### src/rtl/decoder_scan_ctrl_if.sv
// Host-side bundle for decoder_scan_ctrl: scan control inputs and select/status outputs.
// The w/x/y/z one-hot lines exist only when DECODER_SCAN_ONEHOT_EN is defined.
interface decoder_scan_ctrl_if;
    logic       start;
    logic       stop;
    logic [1:0] mode;
    logic [3:0] sweeps;
    logic       a;
    logic       b;
    logic       busy;
    logic       step;
    logic       done;
`ifdef DECODER_SCAN_ONEHOT_EN
    logic       w;
    logic       x;
    logic       y;
    logic       z;

    modport master (output start, stop, mode, sweeps,
                    input  a, b, busy, step, done, w, x, y, z);
    modport slave  (input  start, stop, mode, sweeps,
                    output a, b, busy, step, done, w, x, y, z);
`else
    modport master (output start, stop, mode, sweeps,
                    input  a, b, busy, step, done);
    modport slave  (input  start, stop, mode, sweeps,
                    output a, b, busy, step, done);
`endif
endinterface

### src/rtl/decoder_scan_ctrl.sv
// Timed select-pattern generator (up / down / ping-pong) driving decoder_2x4 via a/b.
// Optional registered one-hot outputs w/x/y/z when DECODER_SCAN_ONEHOT_EN is defined.
//
// state  | meaning
// S_IDLE | waiting for start; sel holds last value
// S_RUN  | scanning; prescaler times the dwell of each sel value
// S_FINISH | programmed sweep count reached; done pulses for this one cycle
module decoder_scan_ctrl #(
    parameter int DIV   = 4,
    parameter int DIV_W = 8
) (
    input  logic clk,
    input  logic rst,
    decoder_scan_ctrl_if.slave bus
);

    typedef enum logic [1:0] {S_IDLE, S_RUN, S_FINISH} state_t;

    localparam logic [1:0]       M_UP     = 2'b00;
    localparam logic [1:0]       M_DOWN   = 2'b01;
    localparam logic [1:0]       M_PP     = 2'b10;
    localparam logic [DIV_W-1:0] DIV_LAST = DIV_W'(DIV - 1);

    state_t           state_q, state_n;
    logic [DIV_W-1:0] presc_q, presc_n;
    logic [1:0]       sel_q, sel_n;
    logic [3:0]       cnt_q, cnt_n;
    logic [1:0]       mode_q, mode_n;
    logic [3:0]       sweeps_q, sweeps_n;
    logic             dir_down_q, dir_down_n;
    logic             seen3_q, seen3_n;
    logic             busy_q, busy_n;
    logic             step_q, step_n;
    logic             done_q, done_n;

    logic [1:0]       sel_adv;
    logic             dir_adv;
    logic             sweep_end;
    logic [3:0]       cnt_inc;

    always_ff @(posedge clk or posedge rst) begin
        if (rst) begin
            state_q    <= S_IDLE;
            presc_q    <= '0;
            sel_q      <= 2'd0;
            cnt_q      <= 4'd0;
            mode_q     <= M_UP;
            sweeps_q   <= 4'd0;
            dir_down_q <= 1'b0;
            seen3_q    <= 1'b0;
            busy_q     <= 1'b0;
            step_q     <= 1'b0;
            done_q     <= 1'b0;
        end else begin
            state_q    <= state_n;
            presc_q    <= presc_n;
            sel_q      <= sel_n;
            cnt_q      <= cnt_n;
            mode_q     <= mode_n;
            sweeps_q   <= sweeps_n;
            dir_down_q <= dir_down_n;
            seen3_q    <= seen3_n;
            busy_q     <= busy_n;
            step_q     <= step_n;
            done_q     <= done_n;
        end
    end

    always_comb begin
        state_n    = state_q;
        presc_n    = presc_q;
        sel_n      = sel_q;
        cnt_n      = cnt_q;
        mode_n     = mode_q;
        sweeps_n   = sweeps_q;
        dir_down_n = dir_down_q;
        seen3_n    = seen3_q;
        step_n     = 1'b0;
        done_n     = 1'b0;
        sel_adv    = sel_q;
        dir_adv    = dir_down_q;
        sweep_end  = 1'b0;
        cnt_inc    = cnt_q + 4'd1;

        // Next select value and end-of-sweep detection for the latched mode.
        case (mode_q)
            M_DOWN: begin
                sel_adv   = sel_q - 2'd1;
                sweep_end = (sel_q == 2'd0);
            end
            M_PP: begin
                sweep_end = (sel_q == 2'd0) && seen3_q;
                if (sel_q == 2'd3) begin
                    sel_adv = 2'd2;
                    dir_adv = 1'b1;
                end else if (sel_q == 2'd0) begin
                    sel_adv = 2'd1;
                    dir_adv = 1'b0;
                end else if (dir_down_q) begin
                    sel_adv = sel_q - 2'd1;
                end else begin
                    sel_adv = sel_q + 2'd1;
                end
            end
            default: begin
                sel_adv   = sel_q + 2'd1;
                sweep_end = (sel_q == 2'd3);
            end
        endcase

        case (state_q)
            S_IDLE: begin
                if (bus.start && !bus.stop) begin
                    state_n    = S_RUN;
                    presc_n    = '0;
                    cnt_n      = 4'd0;
                    mode_n     = (bus.mode == 2'b11) ? M_UP : bus.mode;
                    sweeps_n   = bus.sweeps;
                    sel_n      = (bus.mode == M_DOWN) ? 2'd3 : 2'd0;
                    dir_down_n = 1'b0;
                    seen3_n    = 1'b0;
                end
            end
            S_RUN: begin
                if (bus.stop) begin
                    state_n = S_IDLE;
                    presc_n = '0;
                end else if (presc_q == DIV_LAST) begin
                    presc_n = '0;
                    if (sweep_end) cnt_n = cnt_inc;
                    if (sweep_end && (sweeps_q != 4'd0) && (cnt_inc == sweeps_q)) begin
                        state_n = S_FINISH;
                        done_n  = 1'b1;
                    end else begin
                        sel_n      = sel_adv;
                        dir_down_n = dir_adv;
                        step_n     = 1'b1;
                        if (sweep_end)
                            seen3_n = 1'b0;
                        else if (sel_q == 2'd3)
                            seen3_n = 1'b1;
                    end
                end else begin
                    presc_n = presc_q + 1'b1;
                end
            end
            S_FINISH: state_n = S_IDLE;
            default:  state_n = S_IDLE;
        endcase

        busy_n = (state_n == S_RUN);
    end

    assign bus.a    = sel_q[1];
    assign bus.b    = sel_q[0];
    assign bus.busy = busy_q;
    assign bus.step = step_q;
    assign bus.done = done_q;

`ifdef DECODER_SCAN_ONEHOT_EN
    // Decoded from sel_n so the one-hot lines change on the same edge as a/b.
    logic [3:0] onehot_q;

    always_ff @(posedge clk or posedge rst) begin
        if (rst)
            onehot_q <= 4'b1000;
        else
            onehot_q <= {sel_n == 2'd0, sel_n == 2'd1, sel_n == 2'd2, sel_n == 2'd3};
    end

    assign bus.w = onehot_q[3];
    assign bus.x = onehot_q[2];
    assign bus.y = onehot_q[1];
    assign bus.z = onehot_q[0];
`endif

endmodule

### src/flat_wrapper.sv
// flat-port wrapper written by rule: the top's interface ports become plain ports
module decoder_scan_ctrl_flat 
#(
    parameter int DIV   = 4,
    parameter int DIV_W = 8
)
  (clk, rst, bus_start, bus_stop, bus_mode, bus_sweeps, bus_a, bus_b, bus_busy, bus_step, bus_done);
  decoder_scan_ctrl_if bus_i ();
  input  logic clk;
  input  logic rst;
  input wire logic [$bits(bus_i.start)-1:0] bus_start;
  input wire logic [$bits(bus_i.stop)-1:0] bus_stop;
  input wire logic [$bits(bus_i.mode)-1:0] bus_mode;
  input wire logic [$bits(bus_i.sweeps)-1:0] bus_sweeps;
  output wire logic [$bits(bus_i.a)-1:0] bus_a;
  output wire logic [$bits(bus_i.b)-1:0] bus_b;
  output wire logic [$bits(bus_i.busy)-1:0] bus_busy;
  output wire logic [$bits(bus_i.step)-1:0] bus_step;
  output wire logic [$bits(bus_i.done)-1:0] bus_done;
  assign bus_i.start = bus_start;
  assign bus_i.stop = bus_stop;
  assign bus_i.mode = bus_mode;
  assign bus_i.sweeps = bus_sweeps;
  assign bus_a = bus_i.a;
  assign bus_b = bus_i.b;
  assign bus_busy = bus_i.busy;
  assign bus_step = bus_i.step;
  assign bus_done = bus_i.done;
  decoder_scan_ctrl #(.DIV(DIV), .DIV_W(DIV_W)) u_core (.clk(clk), .rst(rst), .bus(bus_i));
endmodule
### config.mk
export PLATFORM = sky130hd
export DESIGN_NAME = decoder_scan_ctrl_flat
export DESIGN_NICKNAME = d
export VERILOG_FILES = /design/src/rtl/decoder_scan_ctrl_if.sv /design/src/rtl/decoder_scan_ctrl.sv /design/src/flat_wrapper.sv
export SDC_FILE = /design/constraint.sdc
export NUM_CORES = 1
export LEC_CHECK = 0
export ABC_AREA = 1
export ABC_CLOCK_PERIOD_IN_PS = 1650
export CAP_MARGIN = 10
export CORE_ASPECT_RATIO = 1.25
export CORE_MARGIN = 4
export CORE_UTILIZATION = 51
export CTS_CLUSTER_DIAMETER = 50
export CTS_CLUSTER_SIZE = 25
export DETAILED_ROUTE_END_ITERATION = 7
export GPL_ROUTABILITY_DRIVEN = 1
export PLACE_DENSITY = 0.75
export SLEW_MARGIN = 0
export SYNTH_ARGS = -nofsm -noshare
export SYNTH_HDL_FRONTEND = slang
export SYNTH_SLANG_ARGS = --single-unit
### constraint.sdc
create_clock -name clk -period 1.65 [get_ports clk]
set_input_delay 0.2475 -clock clk [delete_from_list [all_inputs] [get_ports clk]]
set_output_delay 0.2475 -clock clk [all_outputs]
set_load 0.03 [all_outputs]
Word level (Yosys, flattened, before mapping):

Index checks and enable logic that the tools add are counted.

* $add $sub $neg: 4
* eq/ne operators: 17
* muxes and demuxes: 48
* reduce and logical (&&, ||, !) cells: 15

Operator list (count)
* $mux W2: 13
* $mux W8: 3
* $mux W1: 20
* $mux W4: 4
* $pmux W8 S2: 1
* $pmux W2 S2: 3
* $reduce_and A5 Y1: 2
* $add A8 B1 Y8 const B: 1
* $eq A2 B1 Y1 const B: 4
* $eq A8 B2 Y1 const B: 1
* $pmux W4 S2: 1
* $reduce_and A7 Y1: 1
* $eq A2 B2 Y1 const B: 3
* $ne A2 B1 Y1 const B: 3
* $ne A2 B2 Y1 const B: 3
* $ne A3 B1 Y1 const B: 2
* $pmux W1 S2: 3
* $reduce_and A6 Y1: 1
* $add A4 B1 Y4 const B: 1
* $eq A4 B4 Y1: 1
* $logic_and A1 B1 Y1: 4
* $logic_not A2 Y1: 2
* $reduce_and A2 Y1: 2
* $reduce_bool A4 Y1: 1
* other kinds (4): 4

* bits in registers: 27
* bits of input ports: 10
* output and inout bits: 5
* logic and storage cells: 95

Depth between registers and ports, before layout:

Gate-level depths: netlist of the first run.

* depth after elaboration: 10
* depth in mapped cells: 11
* mapped depth without buffers: 11

Worst setup path after synthesis of the first run:

No wires, ideal clock.

* kind: reg-to-reg
* start point: register u_core.sel_q[0]
* end point: register u_core.cnt_q[0]
* setup time: 0.124 ns
* arrival time: 1.526 ns
* required time: 1.526 ns
* setup slack: 0.000 ns
* cell stages (with the launch flop): 10
* buffers on the path: 0
* clock period less this slack: 1.650 ns
* cell sequence: dfrtp_1 inv_1 ha_1 or2_1 nand3_1 nand2_1 nand2_4 clkinv_2 nand2_4 o21ai_2

* longest elaborated chain between the ends: 5
* elaborated cells on any way between the ends: 6
* classes of those cells: 2 x eq/ne; 1 x mux; 3 x reduce/logical

RTL lines
* start, declared: RTL line decoder_scan_ctrl.sv:26 `logic [1:0] sel_q, sel_n;`
* start signal, assigned: RTL line decoder_scan_ctrl.sv:57 `sel_q <= sel_n;`
* $logic_not A2 Y1: RTL line decoder_scan_ctrl.sv:89, decoder_scan_ctrl.sv:92
* $logic_and A1 B1 Y1: RTL line decoder_scan_ctrl.sv:92 `sweep_end = (sel_q == 2'd0) && seen3_q;`
* $pmux W1 S2 (*): RTL line decoder_scan_ctrl.sv:86 `case (mode_q)`
* $ne A2 B1 Y1 (no line) (*)
* $reduce_and A5 Y1 (no line) (*)
* end signal, assigned: RTL line decoder_scan_ctrl.sv:58 `cnt_q <= cnt_n;`
* end, declared: RTL line decoder_scan_ctrl.sv:27 `logic [3:0] cnt_q, cnt_n;`

Every way passes the cells marked *; elsewhere a longest branch is shown, timed or not.
A chain may end at the register's enable or synchronous reset.

Worst setup path in the final report of the first run:

* start point: register u_core.done_q, in the netlist u_core.bus.done
* end point: output port bus_done

RTL lines
* start, declared: RTL line decoder_scan_ctrl.sv:34 `logic done_q, done_n;`
* start signal, assigned: RTL line decoder_scan_ctrl.sv:65 `done_q <= done_n;`
* end, declared: RTL line flat_wrapper.sv:19 `output wire logic [$bits(bus_i.done)-1:0] bus_done;`

No word-level cell between the ends.

==> results.ini, run 1 <==
[sta]
whs_ns = 0.2627
setup_tns_ns = 0
fin_skew_ns = 0.005585
max-slew-margin-rel = 0.7669
fmax_ghz = 0.6237
finalCritPeriodShare = 0.9717
rsz0062_at_grt = yes
tightestPinTransition_ns = 0.3497
finalSetupViolCount = 0
hold_violations = 0
slew_violations = 0
finalCriticalPeriod_ns = 1.603
layout_setup_ws_ns = 0.04665

[synthesis]
synth_area_leaders = dfrtp_1, nand2_1, inv_1
synth_top_area_frac = 0.4242
synth_area_sq_mm = 0.001593
synth.most_common_cell = nand2_1
yosysSeqAreaShare = 0.4242
ys_ff_latch = 27
avgSynthCellArea_sq_um = 8.168
synth-edff-count = 0
yosys.cell_types.count = 29
async_flop_share = 1.000
synth_common_cells = nand2_1, dfrtp_1, inv_1
syn_nets = 211
yosysWarnings = 0
synth_flop_cell = dfrtp_1
synth_area_leader_cell = dfrtp_1
syn-instance-count = 195

[worst_setup_path]
cp.required_ns = 1.40
start_kind = register
crit_path_max_incr_delay_ns = 0.67
critPathKind = reg2out
path_depth = 1
path_delay_family = buffers and inverters
crit_arrival_ns = 1.36
path_max_fanout = 1
r2r_start = u_core.mode_q[0]
rr_worst_depth = 9
cp_cell_sequence = clkdlybuf4s50_1
crit_path_end_kind = primary output
rrSetupSlack_ns = 0.08
cp.buffers_inverters = 1
slowest_stage = clkdlybuf4s50_1
r2r_end = u_core.cnt_q[0]

[clock_tree]
clk_latency_ns = 0.33
cts_root_buf = clkbuf_4
cts_tree = built
clkTransAtPathRegs_ns = 0.15
cts.htree.levels = 1
cts_inserted_buffers = 3
clockBufferDepth = 2
cts.sinks = 27

[finish]
nNetsFinal = 241
multi_input_area_sq_um = 872.1
nFillCells = 252
syn2layout_area_growth_pct = 24.43
drive_gt1_frac = 0.2232
regArea_sq_um = 676.9
antennaDiodeCount = 0

[global_route]
grt-ovfl-total = 0
grt_max_degree = 28
grt_usage = 0.1786
antenna_found_initial = 0
grt_pass1_vias = 1347
grt_pass1_wl_mm = 5.768

[flow_run]
drv_cap = 0

[power_and_ir_drop]
ir_drop_mv = 0.9239
power.density_mw_per_mm2 = 1580
p_leak_nw = 0.9244

[die]
core_sq_mm = 0.002973
die_h_um = 70.48
initial_utilization = 0.5358
die_area_sq_mm = 0.004087
pin_count = 15
row_count = 22
die_w_um = 57.99

[routing]
antenna_left = 0
dr_total_vias = 1406
wl_per_cell_um = 13.02
drc = 0
viasPerCell = 5.408
wl_mm = 3.386
drt_iter0_markers = 45
dr.pass1.iters = 4

[placement]
pre_cts_slack_ns = -0.03206
io_buffers = 14
hpwl_mm = 2.527
globalplace.congestion = 0.8168

[status]
status = complete, no violations

[worst_hold_path]
hp-class = in2async

-- power by group --
group | internal (W) | total (W) | switching (W)
logic | 0.000784 | 0.00182 | 0.00104
clock network | 0.0000910 | 0.000288 | 0.000197
registers | 0.000846 | 0.00102 | 0.000173
-- cell type report --
cell class / instances / share of cell area
clock inverter: 1 / 0.002525
multi-input combinational: 138 / 0.4400
inverter: 30 / 0.07071
tap: 36 / 0.02273
timing repair buffer: 25 / 0.1111
clock buffer: 3 / 0.01136
sequential: 27 / 0.3415
-- layout by cell type (no fill, tap or decap), types with 3 or more instances in the layout --
| cell | netlist | layout |
|---|---|---|
| nand2_2 | 4 | 4 |
| nor2_2 | 2 | 3 |
| nand3_2 | 0 | 3 |
| nor2_1 | 14 | 11 |
| inv_1 | 26 | 24 |
| buf_4 | 0 | 11 |
| xnor2_1 | 3 | 3 |
| o21ai_0 | 9 | 9 |
| o21ai_2 | 4 | 4 |
| nand2_1 | 47 | 47 |
| clkbuf_4 | 0 | 3 |
| clkdlybuf4s50_1 | 0 | 12 |
| o21ai_1 | 3 | 3 |
| nor2_4 | 2 | 4 |
| a21oi_1 | 9 | 8 |
| dfrtp_1 | 27 | 26 |
| nand4_1 | 4 | 4 |
| inv_2 | 2 | 4 |
| ha_4 | 0 | 4 |
| nor3_1 | 3 | 3 |
| nand3_1 | 17 | 14 |
-- registers in the layout, summed over array words and instances, names as in the netlist, 2 cells and up --
register	cells
u_core.mode_q	2
u_core.sweeps_q	4
u_core.cnt_q	4
u_core.presc_q	8
u_core.state_q	2
u_core.sel_q	2
-- per-stage QoR --
step                      power [W]  area [sq um]  std cells  utilization
after detailed placement   0.002559          1839        253       0.6187
after CTS                  0.002894          1879        257       0.6322
after floorplan            0.002139          1594        195            -
after global routing       0.003407          1982        260       0.6667
after global placement     0.002499          1839        253       0.6187
final                      0.003131          1982        260       0.6667
-- per-layer routing --
| layer | global-route usage | wire length (um) | vias up |
|---|---|---|---|
| li1 | - | - | 690 |
| met1 | 0.2142 | 1396 | 688 |
| met2 | 0.3216 | 1841 | 20 |
| met3 | 0.01848 | 79 | 8 |
| met4 | 0.06186 | 68 | 0 |
| met5 | 0 | 0 | - |
-- worst max path at each step --
stage	slack, ns	startpoint	end
after detailed placement	-0.03	bus_stop	u_core.presc_q[6]
after global placement	0.03	u_core.mode_q[0]	u_core.seen3_q
final	0.05	u_core.bus.done	bus_done
after floorplan	0.04	u_core.sel_q[1]	u_core.seen3_q
after global routing	-0.01	u_core.mode_q[0]	u_core.cnt_q[2]
after CTS	0.02	u_core.cnt_q[0]	u_core.sel_q[0]
-- cell families after synthesis --
family / Yosys count / share of synthesized area
simple gates: 99 / 0.3016
buf+inv: 30 / 0.08798
fa+ha+maj: 6 / 0.04713
flops: 27 / 0.4242
xor+xnor: 3 / 0.01650
compound gates: 30 / 0.1225
-- repair_timing --
| action | in CTS | in global routing |
|---|---|---|
| buffers inserted | 0 | 3 |
| cloned | 0 | 0 |
| hold buffers | 0 | 0 |
| setup endpoints to repair | 7 | 13 |
| resized for setup | 4 | 17 |
| pin swaps | 0 | 7 |
Note: power is estimated with default switching activity, not from simulation.
==> run 2: changes to the inputs <==
--- a/config.mk
+++ b/config.mk
@@ -12,7 +12,6 @@
 export CORE_MARGIN = 4
 export CORE_UTILIZATION = 51
 export CTS_CLUSTER_DIAMETER = 50
-export CTS_CLUSTER_SIZE = 25
 export DETAILED_ROUTE_END_ITERATION = 7
 export GPL_ROUTABILITY_DRIVEN = 1
 export PLACE_DENSITY = 0.75
==> results of run 2 <==
Same layout as run 1: the final DEF is identical, and so are final timing and power.
==> run 3: changes to the inputs <==
--- a/config.mk
+++ b/config.mk
@@ -10,11 +10,11 @@
 export CAP_MARGIN = 10
 export CORE_ASPECT_RATIO = 1.25
 export CORE_MARGIN = 4
-export CORE_UTILIZATION = 51
+export CORE_UTILIZATION = 45
 export CTS_CLUSTER_DIAMETER = 50
 export DETAILED_ROUTE_END_ITERATION = 7
 export GPL_ROUTABILITY_DRIVEN = 1
-export PLACE_DENSITY = 0.75
+export PLACE_DENSITY = 0.68
 export SLEW_MARGIN = 0
 export SYNTH_ARGS = -nofsm -noshare
 export SYNTH_HDL_FRONTEND = slang
==> results.ini, run 3 (synthesis results as in run 1) <==
[status]
status = complete, no violations

[finish]
syn2layout_area_growth_pct = 27.65
antennaDiodeCount = 0
reg_top3 = u_core.presc_q: 8 flops, u_core.cnt_q: 4 flops, u_core.sweeps_q: 4 flops
top_register = u_core.presc_q
nFillCells = 290
largest_reg_flops = 8
drive_gt1_frac = 0.2434
final_common_cell = nand2_1
nNetsFinal = 243
layout_common_cells = nand2_1, inv_1, dfrtp_1, nand3_1, buf_4

[routing]
wl_mm = 3.455
viasPerCell = 5.251
antenna_left = 0
drc = 0
dr_total_vias = 1381
dr.pass1.iters = 4
drt_iter0_markers = 47
wl_per_cell_um = 13.14

[die]
pin_count = 15
die_h_um = 74.52
core_sq_mm = 0.003309
die_area_sq_mm = 0.004561
initial_utilization = 0.4813
die_w_um = 61.21
row_count = 23

[placement]
hpwl_mm = 2.477
io_buffers = 14
pre_cts_slack_ns = -0.05484
globalplace.congestion = 0.8676

[worst_setup_path]
cp.required_ns = 1.82
r2r_end = u_core.cnt_q[2]
path_max_fanout = 5
crit_end = u_core.cnt_q[2]
rrSetupSlack_ns = 0.05
crit_arrival_ns = 1.77
start_kind = register
r2r_start = u_core.mode_q[0]
crit_path_end_kind = register
critPathKind = reg2reg
rr_worst_depth = 10
startpoint = u_core.mode_q[0]

[sta]
hold_violations = 0
finalCriticalPeriod_ns = 1.599
layout_setup_ws_ns = 0.05085
max-slew-margin-rel = 0.7668
tightestPinTransition_ns = 0.3498
fin_skew_ns = 0.006115
finalCritPeriodShare = 0.9692
rsz0062_at_grt = yes
finalSetupViolCount = 0
fmax_ghz = 0.6253
slew_violations = 0

[clock_tree]
clockBufferDepth = 2
cts_inserted_buffers = 3
clkTransAtPathRegs_ns = 0.09
cts_root_buf = clkbuf_8
clk_latency_ns = 0.27
cts.htree.levels = 1
cts.sinks = 27
cts_tree = built

[global_route]
grt_usage = 0.1643
grt-ovfl-total = 0
grt_pass1_vias = 1341
grt_max_degree = 28
antenna_found_initial = 0
grt_pass1_wl_mm = 5.623

[worst_hold_path]
hp-class = in2async

[power_and_ir_drop]
power_w = 0.003289
power.density_mw_per_mm2 = 1617
p_leak_nw = 0.9602
ir_drop_mv = 1.068

[flow_run]
drv_cap = 0

==> run 3: cell type report <==
| class | instances | area (sq um) | area share |
|---|---|---|---|
| sequential | 27 | 679.4 | 0.3342 |
| clock buffer | 4 | 45.04 | 0.02215 |
| tap | 37 | 46.29 | 0.02277 |
| inverter | 30 | 140.1 | 0.06892 |
| multi-input combinational | 138 | 879.6 | 0.4326 |
| timing repair buffer | 27 | 242.7 | 0.1194 |
==> run 3: worst min path at each step <==
| stage | from | endpoint | slack, ns | cells after the start |
|---|---|---|---|---|
| 3_5_place_dp | u_core.sweeps_q[1] | u_core.sweeps_q[1] | 0.51 | 2 |
| 2_1_floorplan | rst | u_core.bus.busy | 0.30 | 1 |
| 3_3_place_gp | u_core.sweeps_q[1] | u_core.sweeps_q[1] | 0.50 | 2 |
| 5_1_grt | rst | u_core.dir_down_q | 0.37 | 3 |
| 4_1_cts | rst | u_core.presc_q[3] | 0.34 | 3 |
| 6_report | rst | u_core.dir_down_q | 0.33 | 3 |
==> run 3: timing repair <==
item / 4_1_cts / 5_1_grt
hold endpoints to repair: 0 / 0
setup buffers: 0 / 7
gates resized for setup: 3 / 22
hold buffers: 0 / 0
setup endpoints to repair: 4 / 13
pin swaps: 0 / 11
==> run 3: per-stage QoR <==
step	utilization	setup TNS [ns]	cell area, sq um	std cells	hold slack [ns]
2_1_floorplan	-	0	1594	195	0.3001
3_3_place_gp	0.5516	-0.01270	1826	252	0.4989
3_5_place_dp	0.5516	-0.2659	1826	252	0.5090
4_1_cts	0.5705	0	1888	256	0.3374
5_1_grt	0.6144	-0.2036	2033	263	0.3674
6_report	0.6144	0	2033	263	0.3294
==> run 3: where the power goes <==
group / switching, W / leakage, nW / internal (W) / total (W)
clock network: 0.000205 / 0.0228 / 0.000173 / 0.000378
logic: 0.00108 / 0.584 / 0.000822 / 0.00190
registers: 0.000164 / 0.354 / 0.000848 / 0.00101
total: 0.00145 / 0.960 / 0.00184 / 0.00329
==> run 3: critical path, cell delays in order, from the launching register on <==
cell	delay [ns]
dfrtp_1	0.39
buf_4	0.13
ha_1	0.22
nor2_2	0.15
nand2_1	0.08
nand3_2	0.09
nand2_1	0.11
nand2_4	0.11
clkinv_2	0.07
nand2_4	0.09
o21ai_2	0.06
==> run 3: metal layers <==
metal  routed length [um]  part of all wire  vias to the layer above  GRT usage
met3                   69             0.020                        7    0.02257
met5                    0                 0                        -          0
met1                 1416              0.41                      663     0.1861
met2                 1910              0.55                       15     0.2894
met4                   57             0.016                        0    0.08916
li1                     -                 -                      696          -
